$ cat config.mk
export PLATFORM = sky130hd
export DESIGN_NAME = draw_sprite_mover
export DESIGN_NICKNAME = d
export VERILOG_FILES = /design/src/rtl/draw_pkg.sv /design/src/rtl/draw_sprite_mover_raster_counter.sv /design/src/rtl/draw_sprite_mover.sv
export SDC_FILE = /design/constraint.sdc
export NUM_CORES = 1
export LEC_CHECK = 0
export BUFFER_PORTS_ARGS = -buffer_cell sky130_fd_sc_hd__buf_2
export CAP_MARGIN = 10
export CORE_UTILIZATION = 40
export DETAILED_ROUTE_END_ITERATION = 12
export MAX_ROUTING_LAYER = met4
export PLACE_DENSITY_LB_ADDON = 0.05
export SKIP_LAST_GASP = 1
export SLEW_MARGIN = 20
export SYNTH_ARGS = -nofsm -noshare
export SYNTH_HDL_FRONTEND = slang
export SYNTH_SLANG_ARGS = --single-unit
$ cat constraint.sdc
create_clock -name Clock -period 3.4 [get_ports Clock]
set_clock_uncertainty 0.1 [all_clocks]
set_input_delay 0.51 -clock Clock [delete_from_list [all_inputs] [get_ports Clock]]
set_output_delay 0.51 -clock Clock [all_outputs]
set_load 0.01 [all_outputs]
$ cat src/rtl/draw_pkg.sv
// Shared types and constants for the sprite drawing datapath.
// Screen geometry defaults and the 3-bit palette live here.
package draw_pkg;

  typedef enum logic [1:0] {
    IDLE,
    ERASE,
    DRAW,
    DONE
  } state_e;

  localparam int SCREEN_W_DEF = 160;
  localparam int SCREEN_H_DEF = 120;
  localparam int COLOR_W = 3;

  localparam logic [COLOR_W-1:0] BLACK = 3'b000;
  localparam logic [COLOR_W-1:0] CYAN = 3'b011;

  function automatic int idx_w(input int n);
    return (n > 1) ? $clog2(n) : 1;
  endfunction

endpackage

$ cat src/rtl/draw_sprite_mover_raster_counter.sv
// Column-inner, row-outer raster counter for one sprite pass.
// col/row present the position for the coming cycle; last flags the final pixel.
module raster_counter
  import draw_pkg::*;
#(
  parameter int W = 9,
  parameter int H = 5,
  localparam int CW = idx_w(W),
  localparam int RW = idx_w(H)
) (
  input  logic          clk,
  input  logic          rst,
  input  logic          clr,
  input  logic          en,
  output logic [CW-1:0] col,
  output logic [RW-1:0] row,
  output logic          last
);

  logic [CW-1:0] col_q, col_d;
  logic [RW-1:0] row_q, row_d;
  logic          col_end;
  logic          row_end;

  assign col_end = (col_q == CW'(W - 1));
  assign row_end = (row_q == RW'(H - 1));

  always_comb begin
    col_d = col_q;
    row_d = row_q;
    if (clr) begin
      col_d = '0;
      row_d = '0;
    end else if (en) begin
      if (col_end) begin
        col_d = '0;
        row_d = row_end ? '0 : row_q + 1'b1;
      end else begin
        col_d = col_q + 1'b1;
      end
    end
  end

  always_ff @(posedge clk) begin
    if (rst) begin
      col_q <= '0;
      row_q <= '0;
    end else begin
      col_q <= col_d;
      row_q <= row_d;
    end
  end

  assign col  = col_d;
  assign row  = row_d;
  assign last = col_end && row_end;

endmodule

$ cat src/rtl/draw_sprite_mover.sv
// Draws a fixed-size sprite at one of NUM_POS lanes, erasing the old one on a move.
// Outputs are registered from next-state values so pixel 0 shows the cycle after Start.
module draw_sprite_mover
  import draw_pkg::*;
#(
  parameter int SPR_W = 9,
  parameter int SPR_H = 5,
  parameter int NUM_POS = 4,
  parameter logic [8*NUM_POS-1:0] X_TABLE = {8'd132, 8'd78, 8'd24, 8'd6},
  parameter int Y_ORIGIN = 102,
  parameter int SCREEN_W = SCREEN_W_DEF,
  parameter int SCREEN_H = SCREEN_H_DEF,
  localparam int PW = idx_w(NUM_POS),
  localparam int CW = idx_w(SPR_W),
  localparam int RW = idx_w(SPR_H)
) (
  input  logic               Clock,
  input  logic               Reset,
  input  logic               Start,
  input  logic [PW-1:0]      PosSel,
  input  logic               Erase,
  input  logic [COLOR_W-1:0] FgColor,
  input  logic [COLOR_W-1:0] BgColor,
  output logic               Busy,
  output logic [7:0]         XOut,
  output logic [6:0]         YOut,
  output logic [COLOR_W-1:0] Color,
  output logic               Plot,
  output logic               DoneDrawing
);

  state_e             state_q, state_d;
  logic [PW-1:0]      pos_q, pos_d;
  logic [PW-1:0]      last_pos_q, last_pos_d;
  logic               last_valid_q, last_valid_d;
  logic               erase_q, erase_d;
  logic [COLOR_W-1:0] fg_q, fg_d;
  logic [COLOR_W-1:0] bg_q, bg_d;
  logic               busy_q, busy_d;
  logic               done_q, done_d;
  logic               plot_q, plot_d;
  logic [7:0]         x_q, x_d;
  logic [6:0]         y_q, y_d;
  logic [COLOR_W-1:0] color_q, color_d;

  logic               cnt_clr;
  logic               cnt_en;
  logic               cnt_last;
  logic [CW-1:0]      col_n;
  logic [RW-1:0]      row_n;
  logic [PW-1:0]      sel_c;
  logic [PW-1:0]      pass_pos;
  logic [7:0]         base;
  logic [8:0]         x9;
  logic [7:0]         y8;
  logic               in_pass;

  raster_counter #(
    .W(SPR_W),
    .H(SPR_H)
  ) u_cnt (
    .clk (Clock),
    .rst (Reset),
    .clr (cnt_clr),
    .en  (cnt_en),
    .col (col_n),
    .row (row_n),
    .last(cnt_last)
  );

  always_comb begin
    sel_c = PosSel;
    if (int'(PosSel) > NUM_POS - 1) sel_c = PW'(NUM_POS - 1);
  end

  always_comb begin
    state_d      = state_q;
    pos_d        = pos_q;
    erase_d      = erase_q;
    fg_d         = fg_q;
    bg_d         = bg_q;
    last_pos_d   = last_pos_q;
    last_valid_d = last_valid_q;
    cnt_clr      = 1'b0;
    cnt_en       = 1'b0;
    unique case (state_q)
      IDLE: begin
        if (Start) begin
          pos_d   = sel_c;
          erase_d = Erase;
          fg_d    = FgColor;
          bg_d    = BgColor;
          cnt_clr = 1'b1;
          if (Erase) begin
            state_d = last_valid_q ? ERASE : DONE;
          end else if (last_valid_q && (sel_c != last_pos_q)) begin
            state_d = ERASE;
          end else begin
            state_d = DRAW;
          end
        end
      end
      ERASE: begin
        cnt_en = 1'b1;
        if (cnt_last) state_d = erase_q ? DONE : DRAW;
      end
      DRAW: begin
        cnt_en = 1'b1;
        if (cnt_last) state_d = DONE;
      end
      DONE: begin
        state_d      = IDLE;
        last_valid_d = !erase_q;
        if (!erase_q) last_pos_d = pos_q;
      end
    endcase
  end

  // Pixel for the coming cycle: erase uses the remembered lane, draw the latched one.
  always_comb begin
    in_pass  = (state_d == ERASE) || (state_d == DRAW);
    pass_pos = (state_d == ERASE) ? last_pos_q : pos_d;
    base     = X_TABLE[8*int'(pass_pos) +: 8];
    x9       = {1'b0, base} + 9'(col_n);
    y8       = 8'(Y_ORIGIN) + 8'(row_n);
    x_d      = x_q;
    y_d      = y_q;
    color_d  = color_q;
    plot_d   = 1'b0;
    busy_d   = in_pass;
    done_d   = (state_d == DONE);
    if (in_pass) begin
      x_d     = x9[7:0];
      y_d     = y8[6:0];
      color_d = (state_d == ERASE) ? bg_d : fg_d;
      plot_d  = (x9 < 9'(SCREEN_W)) && (y8 < 8'(SCREEN_H));
    end
  end

  always_ff @(posedge Clock) begin
    if (Reset) begin
      state_q      <= IDLE;
      pos_q        <= '0;
      erase_q      <= 1'b0;
      fg_q         <= CYAN;
      bg_q         <= BLACK;
      last_pos_q   <= '0;
      last_valid_q <= 1'b0;
      busy_q       <= 1'b0;
      done_q       <= 1'b0;
      plot_q       <= 1'b0;
      x_q          <= '0;
      y_q          <= '0;
      color_q      <= BLACK;
    end else begin
      state_q      <= state_d;
      pos_q        <= pos_d;
      erase_q      <= erase_d;
      fg_q         <= fg_d;
      bg_q         <= bg_d;
      last_pos_q   <= last_pos_d;
      last_valid_q <= last_valid_d;
      busy_q       <= busy_d;
      done_q       <= done_d;
      plot_q       <= plot_d;
      x_q          <= x_d;
      y_q          <= y_d;
      color_q      <= color_d;
    end
  end

  assign Busy        = busy_q;
  assign DoneDrawing = done_q;
  assign Plot        = plot_q;
  assign XOut        = x_q;
  assign YOut        = y_q;
  assign Color       = color_q;

endmodule

==> impl_metrics.toml <==
[status]
outcome = "completed"

[die]
coreArea_mm2 = 0.004786
initial_core_util_pct = 42.17
dieHeight_um = 73.03
std_cell_rows = 25
ios = 33
die_area_mm2 = 0.005333
dieWidth_um = 73.03

[global_routing]
antenna_found_initial = 0
use_met3_pct = 4.834
met2_usage_pct = 28.09
grt_first_pass_wirelength_um = 7189
overflow = 0
grt_max_degree = 26
grt_pass1_vias = 1508
top_usage_layer = "met2"
use_met1_pct = 24.14
grt_usage_pct = 18.74

[critical_path]
start_kind = "flop"
crit_required_ns = 3.49
critPathKind = "flop to flop"
critPathMaxStageDelay_ns = 0.31
cpMaxStageDelayCell = "dfxtp_1"
critPathMaxFanout = 4
path_cells = "inv_1 -> ha_2 -> nand3b_1 -> buf_4 -> o31ai_2 -> nand2_1 -> and3_4 -> ha_4 -> mux2_2 -> inv_1 -> ha_2 -> inv_2 -> ha_1 -> a21o_1 -> a21oi_2 -> nor4b_1 -> a211o_1"
cp_data_arrival_time_ns = 3.32
cp-end-kind = "flop"

[placed_design]
dp_hpwl_um = 3148
io_buffer_count = 31
dpl_worst_slack_ns = -0.03428
gp_congestion = 0.7813

[yosys]
synth_edf_count = 0
async_flop_share_pct = 0
synth_fp_nets = 258
ys_types = 43
synthMuxAreaShare_pct = 7.130
ys.flop_type = "dfxtp_1"
syn_inst = 226
synth_simple_gate_area_share_pct = 21.82
ys_seq_elements = 40
syn_avg_cell_area_um2 = 8.930
synth_fa_ha_area_share_pct = 12.77
synth_top_family_by_area = "simple AND/OR/NAND/NOR gates"
synth_compound_area_share_pct = 9.671
synth_xor_area_share_pct = 2.604
ys_warn_count = 0
ys_seq_area_share_pct = 39.68
netlist_area_mm2 = 0.002018

[routing]
vias_per_cell = 4.804
wl_per_cell_um = 12.65
wl_um = 4328
drtPass1Iterations = 4
detail-route-antenna-nets = 0
drcViolationCount = 0
first_iter_violations = 91
via_count = 1643

[timing]
final_max_slew_viol_count = 0
finalSetupTns_ns = 0
max_freq_mhz = 309.6
finalHoldViolations = 0
period_share_pct = 95.01
setup_viol = 0
fin_ws_ns = 0.1696
finalCriticalPeriod_ns = 3.230

[clock_network]
hold_buffers = 0
htreeDepth = 2
cts_root_buffer = "clkbuf_8"
cts_buffers = 5
clk_transition_reported_paths_ns = 0.08
cts_sinks = 40
cts_buffer_depth = 2
tritoncts = "built"
clk-insertion-delay-late_ns = 0.30

[worst_hold_path]
hold_class = "primary input to flop"

[finish]
layout_commonest_cell = "dfxtp_1"
syn2layout_area_growth_pct = 24.36
antenna_cells = 0
finalNetCount = 306
final_cell_mix = "40 x dfxtp_1, 31 x buf_2, 29 x nor2_1"
drive_above_1_share_pct = 27.64

[pwr]
power_density_mw_per_mm2 = 929.7
p_total_mw = 2.333
p_leak_nw = 1.180
peakVddDrop_mv = 0.3963

[flow_run]
drv_cap = 0
## worst paths after layout
kind | start | slack (ns) | cells past startpoint | end
min | FgColor[1] | 0.33 | 3 | fg_q[1]
max reg2reg | u_cnt.col_q[0] | 0.17 | 17 | XOut[4]
max | u_cnt.col_q[0] | 0.17 | 17 | XOut[4]
min reg2reg | bg_q[0] | 0.36 | 2 | bg_q[0]
## flip-flops by register name, indices dropped and copies added, names as in the netlist
signal / flops
XOut: 8
YOut: 5
u_cnt.col_q: 4
Color: 3
bg_q: 3
fg_q: 3
u_cnt.row_q: 3
last_pos_q: 2
pos_q: 2
state_q: 2
Busy: 1
DoneDrawing: 1
Plot: 1
erase_q: 1
last_valid_q: 1
## report_power, final
part | switching (mW) | internal (mW)
clock network | 0.175 | 0.217
logic | 0.686 | 0.620
registers | 0.0471 | 0.587
## repair_timing
item	in CTS	in global routing
setup endpoints to repair	1	4
setup buffers	0	1
hold endpoints to repair	0	0
resized for setup	2	11
gates cloned	0	0
pin swaps	0	2
## synth_stat cells (2+ instances only)
master    instances  share of area (%)
o21ai_0           3               0.74
nor3b_1           3                1.1
buf_1             5               0.93
nand2_1          24                4.5
o22ai_1           2               0.62
and3b_1           2               0.87
nor3_1            6                1.5
dfxtp_1          40                 40
xor2_1            3                1.3
buf_2             3               0.74
a21oi_1          11                2.7
nor2b_1           2               0.62
nand2b_1          7                2.2
a211o_1           2               0.87
nor2_1           29                5.4
nand3_1           2               0.50
buf_4             2               0.74
nand3b_1          3                1.1
inv_1            16                3.0
xnor2_1           3                1.3
mux2i_1          11                5.5
o32ai_1           4                1.7
a211oi_1          3                1.1
and3_1            3               0.93
ha_1             19                 12
## through the flow
step	cell area (um2)	util, %	instances	hold WS [ns]
6_report	2510	52.44	342	0.3302
5_1_grt	2510	52.44	342	0.3421
4_1_cts	2475	51.71	341	0.3197
3_5_place_dp	2351	49.12	333	0.3450
3_3_place_gp	2351	49.12	333	0.3393
2_1_floorplan	2018	-	226	0.3293
## cell type report
cell class                      instances  area (um2)
Tap cell                               67       83.83
Fill cell                             487        2276
Sequential cell                        40       800.8
Multi-Input combinational cell        158        1134
Inverter                               16       60.06
Timing Repair Buffer                   53       320.3
Clock inverter                          3       42.54
Clock buffer                            5       68.82
## critical path, delay by kind of cell (launching register included)
kind / cells / cell delay, ns
AOI/OAI and AO/OA: 4 / 0.74
adders and majority gates: 4 / 0.81
buffers and inverters: 4 / 0.35
DFF: 1 / 0.31
muxes: 1 / 0.30
and+or+nand+nor: 4 / 0.51
## cells by family (layout without fill, tap and decap cells)
logic type | count (synthesis) | in the layout
other | 1 | 1
adders and majority gates | 20 | 20
muxes | 13 | 13
AOI/OAI and AO/OA | 30 | 30
xor gates and xnor gates | 6 | 6
buffers and inverters | 28 | 77
and+or+nand+nor | 88 | 88
DFF | 40 | 40
## layer usage
layer	up-vias	part of all wire, %	routed length (um)
met1	746	50	2176
met5	-	0	0
met3	9	4.7	204
met2	34	43	1871
li1	854	-	-
met4	0	1.7	75
Power figures use the tool's default switching activity.
